$ cat config.mk
export PLATFORM = sky130hd
export DESIGN_NAME = mc_ctrl_flat
export DESIGN_NICKNAME = d
export VERILOG_FILES = /design/src/rtl/mc_pkg.sv /design/src/rtl/mc_ctrl_if.sv /design/src/rtl/mc_ctrl_outdec.sv /design/src/rtl/mc_ctrl.sv /design/src/flat_wrapper.sv
export SDC_FILE = /design/constraint.sdc
export NUM_CORES = 1
export LEC_CHECK = 0
export ABC_AREA = 1
export BUFFER_PORTS_ARGS = -buffer_cell sky130_fd_sc_hd__buf_2
export CAP_MARGIN = 25
export CORE_AREA = 2 2 39 41
export CTS_CLUSTER_DIAMETER = 60
export DETAILED_ROUTE_END_ITERATION = 10
export DIE_AREA = 0 0 41 43
export HOLD_SLACK_MARGIN = 0.08
export PLACE_DENSITY = 0.65
export SKIP_LAST_GASP = 1
export SLEW_MARGIN = 40
export SYNTH_ARGS = -nofsm -noshare
export SYNTH_HDL_FRONTEND = slang
export SYNTH_SLANG_ARGS = --single-unit
$ cat constraint.sdc
create_clock -name clk -period 1.8 [get_ports clk]
set_clock_uncertainty 0.2 [all_clocks]
set_input_delay 0.36 -clock clk [delete_from_list [all_inputs] [get_ports clk]]
set_output_delay 0.36 -clock clk [all_outputs]
set_load 0.02 [all_outputs]
$ cat src/rtl/mc_pkg.sv
// Shared constants and control-vector type for the multi-cycle CPU main control unit.
// Optional BNE support is selected by MC_CTRL_BNE_EN in mc_ctrl.sv / mc_ctrl_outdec.sv.
package mc_pkg;

    localparam int unsigned OPC_W = 6;
    localparam int unsigned ST_W  = 4;

    typedef logic [OPC_W-1:0] opcode_t;
    typedef logic [ST_W-1:0]  state_t;

    localparam opcode_t OP_RTYPE = 6'b000000;
    localparam opcode_t OP_J     = 6'b000010;
    localparam opcode_t OP_BEQ   = 6'b000100;
    localparam opcode_t OP_BNE   = 6'b000101;
    localparam opcode_t OP_ADDI  = 6'b001000;
    localparam opcode_t OP_LW    = 6'b100011;
    localparam opcode_t OP_SW    = 6'b101011;

    localparam state_t ST_FETCH  = 4'd0;
    localparam state_t ST_DECODE = 4'd1;
    localparam state_t ST_MEMADR = 4'd2;
    localparam state_t ST_MEMRD  = 4'd3;
    localparam state_t ST_MEMWB  = 4'd4;
    localparam state_t ST_MEMWR  = 4'd5;
    localparam state_t ST_REX    = 4'd6;
    localparam state_t ST_RWB    = 4'd7;
    localparam state_t ST_BEQ    = 4'd8;
    localparam state_t ST_JMP    = 4'd9;
    localparam state_t ST_IEX    = 4'd10;
    localparam state_t ST_IWB    = 4'd11;
    localparam state_t ST_BNE    = 4'd12;
    localparam state_t ST_IDLE   = 4'd15;

    localparam logic [1:0] ALUOP_ADD   = 2'b00;
    localparam logic [1:0] ALUOP_SUB   = 2'b01;
    localparam logic [1:0] ALUOP_FUNCT = 2'b10;

    localparam logic [1:0] SRCB_B       = 2'b00;
    localparam logic [1:0] SRCB_FOUR    = 2'b01;
    localparam logic [1:0] SRCB_IMM     = 2'b10;
    localparam logic [1:0] SRCB_IMM_SH2 = 2'b11;

    localparam logic [1:0] PCSRC_ALU    = 2'b00;
    localparam logic [1:0] PCSRC_ALUOUT = 2'b01;
    localparam logic [1:0] PCSRC_JUMP   = 2'b10;

    typedef struct packed {
        logic       pc_write;
        logic       pc_write_cond;
        logic       iord;
        logic       mem_read;
        logic       mem_write;
        logic       ir_write;
        logic       mem_to_reg;
        logic       reg_dst;
        logic       reg_write;
        logic       alu_src_a;
        logic [1:0] alu_src_b;
        logic [1:0] alu_op;
        logic [1:0] pc_source;
    } ctrl_t;

    localparam ctrl_t CTRL_NONE = '0;

endpackage

$ cat src/rtl/mc_ctrl_if.sv
// Control bus between the main control unit (master) and the datapath (slave).
interface mc_ctrl_if
    import mc_pkg::*;
#(
    parameter int unsigned STATE_W = 4
);

    opcode_t            opcode;
    logic               zero;
    logic               PCWrite;
    logic               PCWriteCond;
    logic               pc_ce;
    logic               IorD;
    logic               MemRead;
    logic               MemWrite;
    logic               IRWrite;
    logic               MemtoReg;
    logic               RegDst;
    logic               RegWrite;
    logic               ALUSrcA;
    logic [1:0]         ALUSrcB;
    logic [1:0]         ALUOp;
    logic [1:0]         PCSource;
    logic [STATE_W-1:0] state;

    modport master (
        input  opcode, zero,
        output PCWrite, PCWriteCond, pc_ce, IorD, MemRead, MemWrite, IRWrite,
               MemtoReg, RegDst, RegWrite, ALUSrcA, ALUSrcB, ALUOp, PCSource, state
    );

    modport slave (
        output opcode, zero,
        input  PCWrite, PCWriteCond, pc_ce, IorD, MemRead, MemWrite, IRWrite,
               MemtoReg, RegDst, RegWrite, ALUSrcA, ALUSrcB, ALUOp, PCSource, state
    );

endinterface

$ cat src/rtl/mc_ctrl_outdec.sv
// Moore output decode: maps the control FSM state to the datapath control vector.
// State 12 (BNE) drives outputs only when MC_CTRL_BNE_EN is defined.
module mc_ctrl_outdec
    import mc_pkg::*;
(
    input  state_t i_state,
    output ctrl_t  o_ctrl
);

    always_comb begin
        o_ctrl = CTRL_NONE;
        case (i_state)
            ST_FETCH: begin
                o_ctrl.mem_read  = 1'b1;
                o_ctrl.ir_write  = 1'b1;
                o_ctrl.alu_src_b = SRCB_FOUR;
                o_ctrl.pc_write  = 1'b1;
            end
            // Branch target is precomputed into ALUOut while the opcode decodes
            ST_DECODE: o_ctrl.alu_src_b = SRCB_IMM_SH2;
            ST_MEMADR: begin
                o_ctrl.alu_src_a = 1'b1;
                o_ctrl.alu_src_b = SRCB_IMM;
            end
            ST_MEMRD: begin
                o_ctrl.mem_read = 1'b1;
                o_ctrl.iord     = 1'b1;
            end
            ST_MEMWB: begin
                o_ctrl.reg_write  = 1'b1;
                o_ctrl.mem_to_reg = 1'b1;
            end
            ST_MEMWR: begin
                o_ctrl.mem_write = 1'b1;
                o_ctrl.iord      = 1'b1;
            end
            ST_REX: begin
                o_ctrl.alu_src_a = 1'b1;
                o_ctrl.alu_op    = ALUOP_FUNCT;
            end
            ST_RWB: begin
                o_ctrl.reg_write = 1'b1;
                o_ctrl.reg_dst   = 1'b1;
            end
            ST_BEQ: begin
                o_ctrl.alu_src_a     = 1'b1;
                o_ctrl.alu_op        = ALUOP_SUB;
                o_ctrl.pc_write_cond = 1'b1;
                o_ctrl.pc_source     = PCSRC_ALUOUT;
            end
`ifdef MC_CTRL_BNE_EN
            ST_BNE: begin
                o_ctrl.alu_src_a     = 1'b1;
                o_ctrl.alu_op        = ALUOP_SUB;
                o_ctrl.pc_write_cond = 1'b1;
                o_ctrl.pc_source     = PCSRC_ALUOUT;
            end
`endif
            ST_JMP: begin
                o_ctrl.pc_write  = 1'b1;
                o_ctrl.pc_source = PCSRC_JUMP;
            end
            ST_IEX: begin
                o_ctrl.alu_src_a = 1'b1;
                o_ctrl.alu_src_b = SRCB_IMM;
            end
            ST_IWB: o_ctrl.reg_write = 1'b1;
            default: ;
        endcase
    end

endmodule

$ cat src/rtl/mc_ctrl.sv
// Multi-cycle CPU main control FSM: sequences fetch/decode/execute/memory/write-back.
// Define MC_CTRL_BNE_EN to decode opcode 000101 as BNE (branch on ~zero).
module mc_ctrl
    import mc_pkg::*;
#(
    parameter int unsigned STATE_W = 4
) (
    input  logic        clk,
    input  logic        rst,
    mc_ctrl_if.master   bus
);

    state_t r_state;
    state_t w_next;
    ctrl_t  w_ctrl;
    logic   w_taken;

    always_ff @(posedge clk or posedge rst) begin
        if (rst) r_state <= ST_IDLE;
        else     r_state <= w_next;
    end

    always_comb begin
        w_next = ST_FETCH;
        case (r_state)
            ST_IDLE:   w_next = ST_FETCH;
            ST_FETCH:  w_next = ST_DECODE;
            ST_DECODE: begin
                case (bus.opcode)
                    OP_LW, OP_SW: w_next = ST_MEMADR;
                    OP_RTYPE:     w_next = ST_REX;
                    OP_BEQ:       w_next = ST_BEQ;
                    OP_J:         w_next = ST_JMP;
                    OP_ADDI:      w_next = ST_IEX;
`ifdef MC_CTRL_BNE_EN
                    OP_BNE:       w_next = ST_BNE;
`endif
                    default:      w_next = ST_FETCH;
                endcase
            end
            // IR is stable here, so the opcode is re-read to split lw from sw
            ST_MEMADR: w_next = (bus.opcode == OP_SW) ? ST_MEMWR : ST_MEMRD;
            ST_MEMRD:  w_next = ST_MEMWB;
            ST_REX:    w_next = ST_RWB;
            ST_IEX:    w_next = ST_IWB;
            default:   w_next = ST_FETCH;
        endcase
    end

    mc_ctrl_outdec u_outdec (
        .i_state (r_state),
        .o_ctrl  (w_ctrl)
    );

    always_comb begin
        w_taken = bus.zero;
`ifdef MC_CTRL_BNE_EN
        if (r_state == ST_BNE) w_taken = ~bus.zero;
`endif
        bus.PCWrite     = w_ctrl.pc_write;
        bus.PCWriteCond = w_ctrl.pc_write_cond;
        bus.pc_ce       = w_ctrl.pc_write | (w_ctrl.pc_write_cond & w_taken);
        bus.IorD        = w_ctrl.iord;
        bus.MemRead     = w_ctrl.mem_read;
        bus.MemWrite    = w_ctrl.mem_write;
        bus.IRWrite     = w_ctrl.ir_write;
        bus.MemtoReg    = w_ctrl.mem_to_reg;
        bus.RegDst      = w_ctrl.reg_dst;
        bus.RegWrite    = w_ctrl.reg_write;
        bus.ALUSrcA     = w_ctrl.alu_src_a;
        bus.ALUSrcB     = w_ctrl.alu_src_b;
        bus.ALUOp       = w_ctrl.alu_op;
        bus.PCSource    = w_ctrl.pc_source;
        bus.state       = STATE_W'(r_state);
    end

endmodule

$ cat src/flat_wrapper.sv
// flat-port wrapper written by rule: the top's interface ports become plain ports
module mc_ctrl_flat import mc_pkg::*;
#(
    parameter int unsigned STATE_W = 4
)
  (clk, rst, bus_opcode, bus_zero, bus_PCWrite, bus_PCWriteCond, bus_pc_ce, bus_IorD, bus_MemRead, bus_MemWrite, bus_IRWrite, bus_MemtoReg, bus_RegDst, bus_RegWrite, bus_ALUSrcA, bus_ALUSrcB, bus_ALUOp, bus_PCSource, bus_state);
  mc_ctrl_if #(.STATE_W(STATE_W)) bus_i ();
  input  logic clk;
  input  logic rst;
  input wire logic [$bits(bus_i.opcode)-1:0] bus_opcode;
  input wire logic [$bits(bus_i.zero)-1:0] bus_zero;
  output wire logic [$bits(bus_i.PCWrite)-1:0] bus_PCWrite;
  output wire logic [$bits(bus_i.PCWriteCond)-1:0] bus_PCWriteCond;
  output wire logic [$bits(bus_i.pc_ce)-1:0] bus_pc_ce;
  output wire logic [$bits(bus_i.IorD)-1:0] bus_IorD;
  output wire logic [$bits(bus_i.MemRead)-1:0] bus_MemRead;
  output wire logic [$bits(bus_i.MemWrite)-1:0] bus_MemWrite;
  output wire logic [$bits(bus_i.IRWrite)-1:0] bus_IRWrite;
  output wire logic [$bits(bus_i.MemtoReg)-1:0] bus_MemtoReg;
  output wire logic [$bits(bus_i.RegDst)-1:0] bus_RegDst;
  output wire logic [$bits(bus_i.RegWrite)-1:0] bus_RegWrite;
  output wire logic [$bits(bus_i.ALUSrcA)-1:0] bus_ALUSrcA;
  output wire logic [$bits(bus_i.ALUSrcB)-1:0] bus_ALUSrcB;
  output wire logic [$bits(bus_i.ALUOp)-1:0] bus_ALUOp;
  output wire logic [$bits(bus_i.PCSource)-1:0] bus_PCSource;
  output wire logic [$bits(bus_i.state)-1:0] bus_state;
  assign bus_i.opcode = bus_opcode;
  assign bus_i.zero = bus_zero;
  assign bus_PCWrite = bus_i.PCWrite;
  assign bus_PCWriteCond = bus_i.PCWriteCond;
  assign bus_pc_ce = bus_i.pc_ce;
  assign bus_IorD = bus_i.IorD;
  assign bus_MemRead = bus_i.MemRead;
  assign bus_MemWrite = bus_i.MemWrite;
  assign bus_IRWrite = bus_i.IRWrite;
  assign bus_MemtoReg = bus_i.MemtoReg;
  assign bus_RegDst = bus_i.RegDst;
  assign bus_RegWrite = bus_i.RegWrite;
  assign bus_ALUSrcA = bus_i.ALUSrcA;
  assign bus_ALUSrcB = bus_i.ALUSrcB;
  assign bus_ALUOp = bus_i.ALUOp;
  assign bus_PCSource = bus_i.PCSource;
  assign bus_state = bus_i.state;
  mc_ctrl #(.STATE_W(STATE_W)) u_core (.clk(clk), .rst(rst), .bus(bus_i));
endmodule
Word-level counts from Yosys, hierarchy flattened
Cells that the tools add are included.
Cells by class
  add/sub/neg operators: 0
  equality and inequality tests: 16
  muxes and demuxes: 16
  reductions and logical operators: 9
  $lt $le $gt $ge: 0
  shift-type cells: 0
  divide/modulo/power cells: 0
  bitwise gates (word level): 2
  multipliers: 0
Operators by type and width (count)
  4-bit one-hot mux with 6 select lines: 1
  4-bit one-hot mux with 5 select lines: 1
  4-bit by 3-bit == test with 1-bit output, second input constant: 4
  4-bit == test, second input constant: 4
  6-bit == test, second input constant: 2
  1-bit 2-to-1 mux: 10
  2-bit OR reduction: 5
  4-bit by 2-bit == test with 1-bit output, second input constant: 2
  2-bit one-hot mux with 2 select lines: 2
  6-bit by 2-bit == test with 1-bit output, second input constant: 1
  6-bit by 3-bit == test with 1-bit output, second input constant: 1
  6-bit by 4-bit == test with 1-bit output, second input constant: 1
  6-bit logical NOT: 1
  2-bit one-hot mux with 3 select lines: 1
  4-bit by 1-bit == test with 1-bit output, second input constant: 1
  4-bit logical NOT: 1
  4-bit OR reduction: 1
  3-bit 2-to-1 mux: 1
  3-bit OR reduction: 1
  1-bit bitwise AND: 1
  1-bit bitwise OR: 1
Storage, ports and cells
  bits in read-only memories: 0
  bits of input ports: 9
  word-level logic and storage cells: 44
  flip-flop bits (word level): 4
  output and inout bits: 21
  memory bits (writable): 0
  memories: 0
  bits in latches: 0

Longest topological paths before layout
Gate-level depths: netlist of the first run.
  depth after elaboration: 4
  gate-level depth with buffers: 6

By module
Synthesis of the first run repeated with hierarchy kept, for this count alone.
Unflattened totals
  cell total of the unflattened synthesis: 101
  area total of the unflattened synthesis: 519.2 um^2
Modules (own cells, without submodules)
  mc_ctrl: times used 1, area each 366.6 um^2, sequential area each 105.1 um^2, cells an instance 68
  mc_ctrl_outdec: times used 1, area each 152.6 um^2, sequential area each 0.0 um^2, cells an instance 33

Least setup slack after synthesis of the first run
Ideal clock, no wire load.
  path kind: register to output
  start: register u_core.r_state[3] (netlist: u_core.bus.state[3])
  end: output port bus_pc_ce
  arrival: 1.250 ns
  data required time: 1.240 ns
  path slack: -0.010 ns
  stages on the path, launching flop included: 7
  cells stage by stage: dfstp_2 inv_2 nor2_2 nand2_1 inv_2 nand2_1 nand3_1
On the way
  word-level cells in the longest chain between the ends: 4
  elaborated cells between the ends (all ways): 8
  classes of those cells: 2 x eq/ne; 2 x mux; 2 x bitwise; 2 x reduce/logical
RTL lines
  start: declaration: RTL line mc_ctrl.sv:13  | state_t r_state;
  start signal: assignment: RTL line mc_ctrl.sv:20  | else r_state <= w_next;
  4-bit == test: RTL line mc_ctrl_outdec.sv:12  | case (i_state)
  1-bit 2-to-1 mux: RTL line mc_ctrl_outdec.sv:12
  via bus_PCWriteCond: RTL line flat_wrapper.sv:13  | output wire logic [$bits(bus_i.PCWriteCond)-1:0] bus_PCWriteCond;
  1-bit bitwise AND: RTL line mc_ctrl.sv:62  | bus.pc_ce = w_ctrl.pc_write | (w_ctrl.pc_write_cond & w_taken);
  1-bit bitwise OR: RTL line mc_ctrl.sv:62
  end: declaration: RTL line flat_wrapper.sv:14  | output wire logic [$bits(bus_i.pc_ce)-1:0] bus_pc_ce;
The timed path passes the listed nets, and every way through them passes these cells.

Final worst setup path of the first run
  start: register u_core.r_state[3] (netlist: u_core.bus.state[3])
  end: output port bus_pc_ce
On the way
  word-level cells in the longest chain between the ends: 4
  elaborated cells between the ends (all ways): 8
  classes of those cells: 2 x eq/ne; 2 x mux; 2 x bitwise; 2 x reduce/logical
RTL lines (RTL line)
  4-bit == test / 4-bit logical NOT (equally long branches): mc_ctrl_outdec.sv:12
  2-bit OR reduction (no source line) / 1-bit 2-to-1 mux (equally long branches)
  1-bit 2-to-1 mux / 1-bit bitwise AND (equally long branches): mc_ctrl_outdec.sv:12, mc_ctrl.sv:62
  1-bit bitwise OR *: mc_ctrl.sv:62
Every way passes the cells marked *; elsewhere a longest branch is shown, timed or not.

==> results of run 1 <==
report_power, final:
part | total (mW) | leakage (nW) | switching (mW) | internal (mW)
clock | 0.116 | 0.0138 | 0.0408 | 0.0748
sequential | 0.168 | 0.0415 | 0.0423 | 0.126
combinational | 0.669 | 0.434 | 0.401 | 0.268
tightest hold or removal path: cells and delay by family:
kind          cells  cell delay [ps]
buf+inv           1              110
simple gates      3              170
layer usage:
metal	up-vias	wire length, microns	track usage (%)
met4	0	4	4.00
met1	289	617	17.8
li1	348	-	-
met3	2	93	6.28
met2	25	835	31.3
met5	-	0	0
worst min path at each step:
stage                     slack (ps)                            end          start  cells past startpoint
after global placement           240  u_core.bus.state[0]$_DFF_PP1_            rst                      2
final                            210  u_core.bus.state[1]$_DFF_PP1_  bus_opcode[2]                      4
after detailed placement         250  u_core.bus.state[0]$_DFF_PP1_            rst                      2
after floorplan                  120  u_core.bus.state[0]$_DFF_PP1_            rst                      1
after CTS                        220  u_core.bus.state[1]$_DFF_PP1_  bus_opcode[2]                      4
after global routing             230  u_core.bus.state[1]$_DFF_PP1_  bus_opcode[2]                      4
what timing repair did:
action                                  CTS  global route
endpoints found under the setup margin   14            17
hold endpoints to repair                  4             0
hold buffers                              1             0
gates resized for setup                  21            21
pin swaps                                 4             4
buffers inserted                          6             3
cell usage in the layout (no fill, tap or decap):
master                          Yosys  final
sky130_fd_sc_hd__nand2_1           25     21
sky130_fd_sc_hd__buf_2              0     17
sky130_fd_sc_hd__inv_1             14     13
sky130_fd_sc_hd__buf_4              2     13
sky130_fd_sc_hd__nor2_1            20     12
sky130_fd_sc_hd__nor2_2             3      9
sky130_fd_sc_hd__nand3_1            9      8
sky130_fd_sc_hd__buf_6              0      8
sky130_fd_sc_hd__nand2_2            2      4
sky130_fd_sc_hd__dfstp_2            4      4
sky130_fd_sc_hd__inv_2              4      3
sky130_fd_sc_hd__clkbuf_4           0      3
sky130_fd_sc_hd__inv_4              0      2
sky130_fd_sc_hd__nand2_4            0      2
sky130_fd_sc_hd__nor2_4             0      2
sky130_fd_sc_hd__o21ai_0            3      2
sky130_fd_sc_hd__nand4_1            1      1
sky130_fd_sc_hd__o21ai_2            0      1
sky130_fd_sc_hd__o21ai_1            1      1
sky130_fd_sc_hd__a21oi_2            0      1
sky130_fd_sc_hd__nand3_2            0      1
sky130_fd_sc_hd__dlygate4sd3_1      0      1
cells by family (layout without fill, tap and decap cells):
logic type	Yosys count	after routing	share of synthesized area [%]
AOI/OAI and AO/OA	5	5	5.39
buffers and inverters	20	60	17.8
DFF	4	4	22.6
and+or+nand+nor	60	60	54.2
metrics by stage:
step,hold WS [ps],setup WS (ps)
after global routing,227,-228
after CTS,219,-140
final,205,-147
after detailed placement,253,66.9
after floorplan,115,0.704
after global placement,237,83.8
cell type report:
cell class,instances,share of cell area [%]
tap,16,2.38
timing repair buffer,39,33.6
clock buffer,3,2.67
inverter,18,8.62
sequential,4,12.5
multi-input combinational,65,40.3
==> impl_table.tex, run 1 <==
\begin{tabular}{lr}
\hline
Metric & Value \\
\hline
\multicolumn{2}{l}{\textbf{Timing}} \\
\# setup viols final & 17 \\
Final hold violation count & 0 \\
Setup WS post-layout & -147 ps \\
Pins Over Slew Limit & 0 \\
Worst slew margin relative to its limit & 82.2\% \\
Setup Total Neg Slack & -1680 ps \\
Post-layout minimum cycle time & 1950 ps \\
Unrepaired setup endpoints after global routing & true \\
Portion of the clock cycle consumed by the worst path in the final layout & 108\% \\
Max Fclk & 0.514 GHz \\
Transition time of the tightest slew-check pin & 267 ps \\
\multicolumn{2}{l}{\textbf{Synth}} \\
Most common cell in the synthesized netlist & sky130\_fd\_sc\_hd\_\_nand2\_1 \\
Post-synth EDFFs & 0 \\
Commonest cells post-synth & sky130\_fd\_sc\_hd\_\_nand2\_1, sky130\_fd\_sc\_hd\_\_nor2\_1, sky130\_fd\_sc\_hd\_\_inv\_1, sky130\_fd\_sc\_hd\_\_nand3\_1 \\
Post-synthesis instance total & 89 \\
Synth warn & 0 \\
Count of cell types in the netlist & 13 \\
Syn nets & 98 \\
Sequential share of the synthesized area & 22.6\% \\
Fraction of synthesized cell area taken by the top area cell type & 22.6\% \\
Primary flip-flop cell chosen by synthesis mapping & sky130\_fd\_sc\_hd\_\_dfstp\_2 \\
Async S/R FF share, synth & 100\% \\
Synthesized area divided by synthesized cell count & 5.22 sq um \\
Cell taking the most area after synthesis & sky130\_fd\_sc\_hd\_\_dfstp\_2 \\
Synth top area cells & sky130\_fd\_sc\_hd\_\_dfstp\_2, sky130\_fd\_sc\_hd\_\_nand2\_1, sky130\_fd\_sc\_hd\_\_nor2\_1, sky130\_fd\_sc\_hd\_\_inv\_1, sky130\_fd\_sc\_hd\_\_nand3\_1 \\
\#FFs+latches synth & 4 \\
Netlist Area Pre-Place & 464 sq um \\
\multicolumn{2}{l}{\textbf{CTS}} \\
Maximum root-to-sink buffer count & 2 \\
Clock edge transition at the registers on the reported setup and hold paths & 40 ps \\
Insertion delay to the later sink of the worst-skew pair & 240 ps \\
Number of CTS-inserted buffers & 3 \\
Maximum level of the CTS H-tree & 1 \\
Sinks on the clock net & 4 \\
Clock root buffer & sky130\_fd\_sc\_hd\_\_clkbuf\_4 \\
TritonCTS clock tree & yes \\
\multicolumn{2}{l}{\textbf{Setup path}} \\
Maximum net fanout on the critical path & 5 \\
Data arrival time at the worst-slack endpoint & 1390 ps \\
Critical Path Source Type & flip-flop \\
Crit path to & bus\_pc\_ce \\
Required @ worst endpoint & 1240 ps \\
Cell family with the largest share of critical-path delay & flip-flops \\
Critical Path Stages & 7 \\
End of the worst register-to-register path & u\_core.bus.state[2]\$\_DFF\_PP1\_ \\
Worst Reg-to-Reg Cells & 4 \\
Slowest stage cell, crit path & sky130\_fd\_sc\_hd\_\_dfstp\_2 \\
Critical path origin & u\_core.bus.state[3]\$\_DFF\_PP1\_ \\
Setup slack of the most critical reg-to-reg path & 370 ps \\
Launching point of the worst reg2reg path & u\_core.bus.state[0]\$\_DFF\_PP1\_ \\
CP max stage delay & 540 ps \\
Critical path buffer and inverter count & 3 \\
Critical path, cell by cell & inv\_4 -> nor2\_4 -> nand2\_1 -> inv\_2 -> nand2\_2 -> nand3\_2 -> buf\_6 \\
Type of the worst setup path & flip-flop to output port \\
Critical Path End Type & output port \\
\multicolumn{2}{l}{\textbf{Global routing}} \\
First-pass GRT wire length & 2070 microns \\
Largest net degree at the start of global routing & 8 \\
GRT Overall Usage & 17.4\% \\
Final global-route overflow total & 0 \\
Initial antenna violation count & 0 \\
Number of global-route vias before repair & 530 \\
\multicolumn{2}{l}{\textbf{Cells and area}} \\
Antenna diodes & 0 \\
Area used by sequential logic in the layout & 105 sq um \\
Share of cells above drive strength 1 & 54.3\% \\
\# nets final & 140 \\
Footprint of the multi-input gates & 339 sq um \\
Final-layout fill cell count & 142 \\
Number of flip-flops under the largest register name & 4 \\
Total non-filler cell area in the finished layout & 842 sq um \\
Fraction of the core area covered by cells at the end of the flow & 60.8\% \\
Post-Layout Cell Count & 145 \\
Area grow syn2layout & 81.4\% \\
\multicolumn{2}{l}{\textbf{Floorplanning}} \\
Area of the core region & 1380 sq um \\
Die footprint & 1760 sq um \\
Initial standard-cell utilization of the core & 33.5\% \\
Die H & 43 microns \\
Number of top-level design ports & 30 \\
FP Rows & 14 \\
Width of the chip & 41 microns \\
\multicolumn{2}{l}{\textbf{Min path}} \\
Hold WC Path Type & input pin to flip-flop \\
\multicolumn{2}{l}{\textbf{Placement}} \\
Placed Area & 619 sq um \\
Detailed placement HPWL & 1040 microns \\
\# placed instances & 132 \\
Routability cong. & 0.736 \\
Number of buffers inserted by port buffering & 29 \\
\multicolumn{2}{l}{\textbf{Status}} \\
Result of the run & finished with violations \\
Violations in the final reports & negative setup slack \\
\multicolumn{2}{l}{\textbf{Routing}} \\
Routed wire length per instance & 10.7 microns \\
Post-route ant nets & 0 \\
Starting DRC count in detailed routing & 4 \\
Number of vias after detailed routing & 664 \\
Detail-routed via count per cell & 4.58 \\
Post-route DRC violation count & 0 \\
Routed Wire Length & 1550 microns \\
Count of TritonRoute iterations in the first routing pass & 4 \\
\multicolumn{2}{l}{\textbf{Run}} \\
MaxCap Viol Count & 0 \\
\multicolumn{2}{l}{\textbf{Power}} \\
Areal power density over the cells & 1130 nW/um\^{}2 \\
Maximum VDD drop & 0.563 mV \\
Total power after layout & 0.953 mW \\
Leakage component of the power & 0.490 nW \\
\hline
\end{tabular}
Note: power is estimated with default switching activity, not from simulation.
==> inputs of run 2 (changes only) <==
--- a/config.mk
+++ b/config.mk
@@ -12,7 +12,6 @@
 export CTS_CLUSTER_DIAMETER = 60
 export DETAILED_ROUTE_END_ITERATION = 10
 export DIE_AREA = 0 0 41 43
-export HOLD_SLACK_MARGIN = 0.08
 export PLACE_DENSITY = 0.65
 export SKIP_LAST_GASP = 1
 export SLEW_MARGIN = 40
==> constraint.sdc (replaced) <==
create_clock -name clk -period 1.8 [get_ports clk]
set_clock_uncertainty 0.2 [all_clocks]
set_input_delay 0.54 -clock clk [delete_from_list [all_inputs] [get_ports clk]]
set_output_delay 0.54 -clock clk [all_outputs]
set_load 0.02 [all_outputs]
==> run 2 against run 1 <==
Compared with the run above: the flow still finishes with violations (negative setup slack); core utilization increased by 7.2 points; combinational power is 34% higher; via count grew 5.1%; largest cell class is now non-clock buffers.
==> impl_table.tex, run 2 (synthesis gave the netlist of run 1 again) <==
\begin{tabular}{lr}
\hline
Metric & Value \\
\hline
\multicolumn{2}{l}{\textbf{Status}} \\
Result of the run & finished with violations \\
Violations in the final reports & negative setup slack \\
\multicolumn{2}{l}{\textbf{Floorplanning}} \\
Initial standard-cell utilization of the core & 33.5\% \\
Number of top-level design ports & 30 \\
Die H & 43 microns \\
Die footprint & 1760 sq um \\
FP Rows & 14 \\
Area of the core region & 1380 sq um \\
Width of the chip & 41 microns \\
\multicolumn{2}{l}{\textbf{Power}} \\
Leakage component of the power & 0.550 nW \\
Share of total power in sequential cells & 13.5\% \\
Internal cell power & 0.630 mW \\
Net Sw Frac & 45.7\% \\
Maximum VDD drop & 0.468 mV \\
Areal power density over the cells & 1230 nW/um\^{}2 \\
Switching Power & 0.530 mW \\
Combinational fraction of design power & 77.1\% \\
Clock power frac & 9.3\% \\
\multicolumn{2}{l}{\textbf{Placement}} \\
Routability cong. & 0.725 \\
Detailed placement HPWL & 1110 microns \\
Placed Area & 729 sq um \\
Number of buffers inserted by port buffering & 29 \\
\# placed instances & 143 \\
\multicolumn{2}{l}{\textbf{Cells and area}} \\
Area grow syn2layout & 103\% \\
Antenna diodes & 0 \\
Share of cells above drive strength 1 & 58.6\% \\
Post-Layout Cell Count & 156 \\
Total non-filler cell area in the finished layout & 942 sq um \\
Number of flip-flops under the largest register name & 4 \\
Most used cells in the layout excluding fill and tap cells & sky130\_fd\_sc\_hd\_\_buf\_4, sky130\_fd\_sc\_hd\_\_nand2\_1, sky130\_fd\_sc\_hd\_\_nor2\_1, sky130\_fd\_sc\_hd\_\_buf\_2, sky130\_fd\_sc\_hd\_\_inv\_1 \\
\# nets final & 151 \\
Commonest non-fill, non-tap cell in the layout & sky130\_fd\_sc\_hd\_\_buf\_4 \\
\multicolumn{2}{l}{\textbf{Routing}} \\
Routed Wire Length & 1540 microns \\
Count of TritonRoute iterations in the first routing pass & 4 \\
Starting DRC count in detailed routing & 13 \\
Routed wire length per instance & 9.85 microns \\
Number of vias after detailed routing & 698 \\
Post-route DRC violation count & 0 \\
Post-route ant nets & 0 \\
Detail-routed via count per cell & 4.47 \\
\multicolumn{2}{l}{\textbf{Run}} \\
MaxCap Viol Count & 0 \\
\multicolumn{2}{l}{\textbf{CTS}} \\
Clock edge transition at the registers on the reported setup and hold paths & 40 ps \\
Clock root buffer & sky130\_fd\_sc\_hd\_\_clkbuf\_4 \\
Maximum level of the CTS H-tree & 1 \\
TritonCTS clock tree & yes \\
Sinks on the clock net & 4 \\
Maximum root-to-sink buffer count & 2 \\
Number of CTS-inserted buffers & 3 \\
Insertion delay to the later sink of the worst-skew pair & 230 ps \\
\multicolumn{2}{l}{\textbf{Global routing}} \\
Initial antenna violation count & 0 \\
Largest net degree at the start of global routing & 7 \\
Final global-route overflow total & 0 \\
GRT Overall Usage & 20.4\% \\
First-pass GRT wire length & 2500 microns \\
Number of global-route vias before repair & 646 \\
\multicolumn{2}{l}{\textbf{Setup path}} \\
Required @ worst endpoint & 1060 ps \\
Data arrival time at the worst-slack endpoint & 1370 ps \\
Critical Path Source Type & flip-flop \\
Type of the worst setup path & flip-flop to output port \\
Critical Path End Type & output port \\
Maximum net fanout on the critical path & 6 \\
\multicolumn{2}{l}{\textbf{Timing}} \\
\# setup viols final & 19 \\
Max Fclk & 0.474 GHz \\
Worst slew margin relative to its limit & 82.1\% \\
Portion of the clock cycle consumed by the worst path in the final layout & 117\% \\
Worst hold slack & 171 ps \\
Final hold violation count & 0 \\
Setup WS post-layout & -309 ps \\
Unrepaired setup endpoints after global routing & true \\
Transition time of the tightest slew-check pin & 267 ps \\
Pins Over Slew Limit & 0 \\
Post-layout minimum cycle time & 2110 ps \\
\multicolumn{2}{l}{\textbf{Min path}} \\
Hold WC Path Type & input pin to asynchronous set/reset pin \\
\hline
\end{tabular}
==> run 2: cell types whose count changed in the layout (fill, tap and decap cells not counted), moves of 3 or more <==
| cell | delta |
|---|---|
| sky130_fd_sc_hd__nor2_1 | +4 |
| sky130_fd_sc_hd__nor2_2 | -7 |
| sky130_fd_sc_hd__nand2_2 | +4 |
| sky130_fd_sc_hd__nor2_4 | +3 |
| sky130_fd_sc_hd__buf_4 | +11 |
==> run 2: path summary, 6_finish.rpt <==
path / start / end / slack, ps / depth (start not counted)
max: u_core.bus.state[1]$_DFF_PP1_ / bus_ALUSrcA / -310 / 6
min: rst / u_core.bus.state[0]$_DFF_PP1_ / 170 / 2
max reg2reg: u_core.bus.state[0]$_DFF_PP1_ / u_core.bus.state[1]$_DFF_PP1_ / -210 / 12
min reg2reg: u_core.bus.state[3]$_DFF_PP1_ / u_core.bus.state[0]$_DFF_PP1_ / 440 / 3
max in group asynchronous: rst / u_core.bus.state[2]$_DFF_PP1_ / 1200 / 2
min in group clk: bus_opcode[2] / u_core.bus.state[1]$_DFF_PP1_ / 410 / 4
==> run 2: per-layer routing <==
| layer | vias up | global-route usage (%) | wire [microns] |
|---|---|---|---|
| met5 | - | 0 | 0 |
| met4 | 0 | 7.33 | 26 |
| met3 | 4 | 5.24 | 68 |
| met2 | 26 | 34.7 | 836 |
| met1 | 297 | 22.9 | 605 |
| li1 | 371 | - | - |
==> run 2: repair_timing <==
item	in CTS	in global routing
hold buffers	0	0
pin swaps	2	2
gates resized for setup	27	11
setup buffers	9	1
endpoints found under the setup margin	17	20
hold endpoints to repair	0	0
==> run 2: power by group through the flow <==
stage	combinational [mW]	clock, mW	sequential, mW
6_report	0.894	0.108	0.157
5_1_grt	0.955	0.122	0.160
4_1_cts	0.840	0.113	0.155
3_5_place_dp	0.596	0	0.153
3_3_place_gp	0.596	0	0.152
2_1_floorplan	0.333	0	0.176
==> run 2: critical path, cell delays in order, from the launching register on <==
cell and delay, ps:
sky130_fd_sc_hd__dfstp_2 590, sky130_fd_sc_hd__nor2_1 110, sky130_fd_sc_hd__nand2_1 90, sky130_fd_sc_hd__inv_2 50, sky130_fd_sc_hd__nor2_1 100, sky130_fd_sc_hd__nand2_2 60, sky130_fd_sc_hd__buf_6 130
==> run 2: cell type report <==
cell class | instances | area, sq um
Fill cell | 112 | 442
Timing Repair Buffer | 50 | 373
Multi-Input combinational cell | 65 | 352
Sequential cell | 4 | 105
Inverter | 18 | 70.1
Clock buffer | 3 | 22.5
Tap cell | 16 | 20.0
==> run 2: through the flow <==
stage	worst slack [ps]	setup TNS [ps]	util (%)	total power, mW
2_1_floorplan	-99.8	-560	-	0.509
3_3_place_gp	-84.3	-305	52.7	0.748
3_5_place_dp	-85.9	-383	52.7	0.750
4_1_cts	-311	-4540	64.6	1.11
5_1_grt	-393	-5820	68.1	1.24
6_report	-309	-4490	68.1	1.16
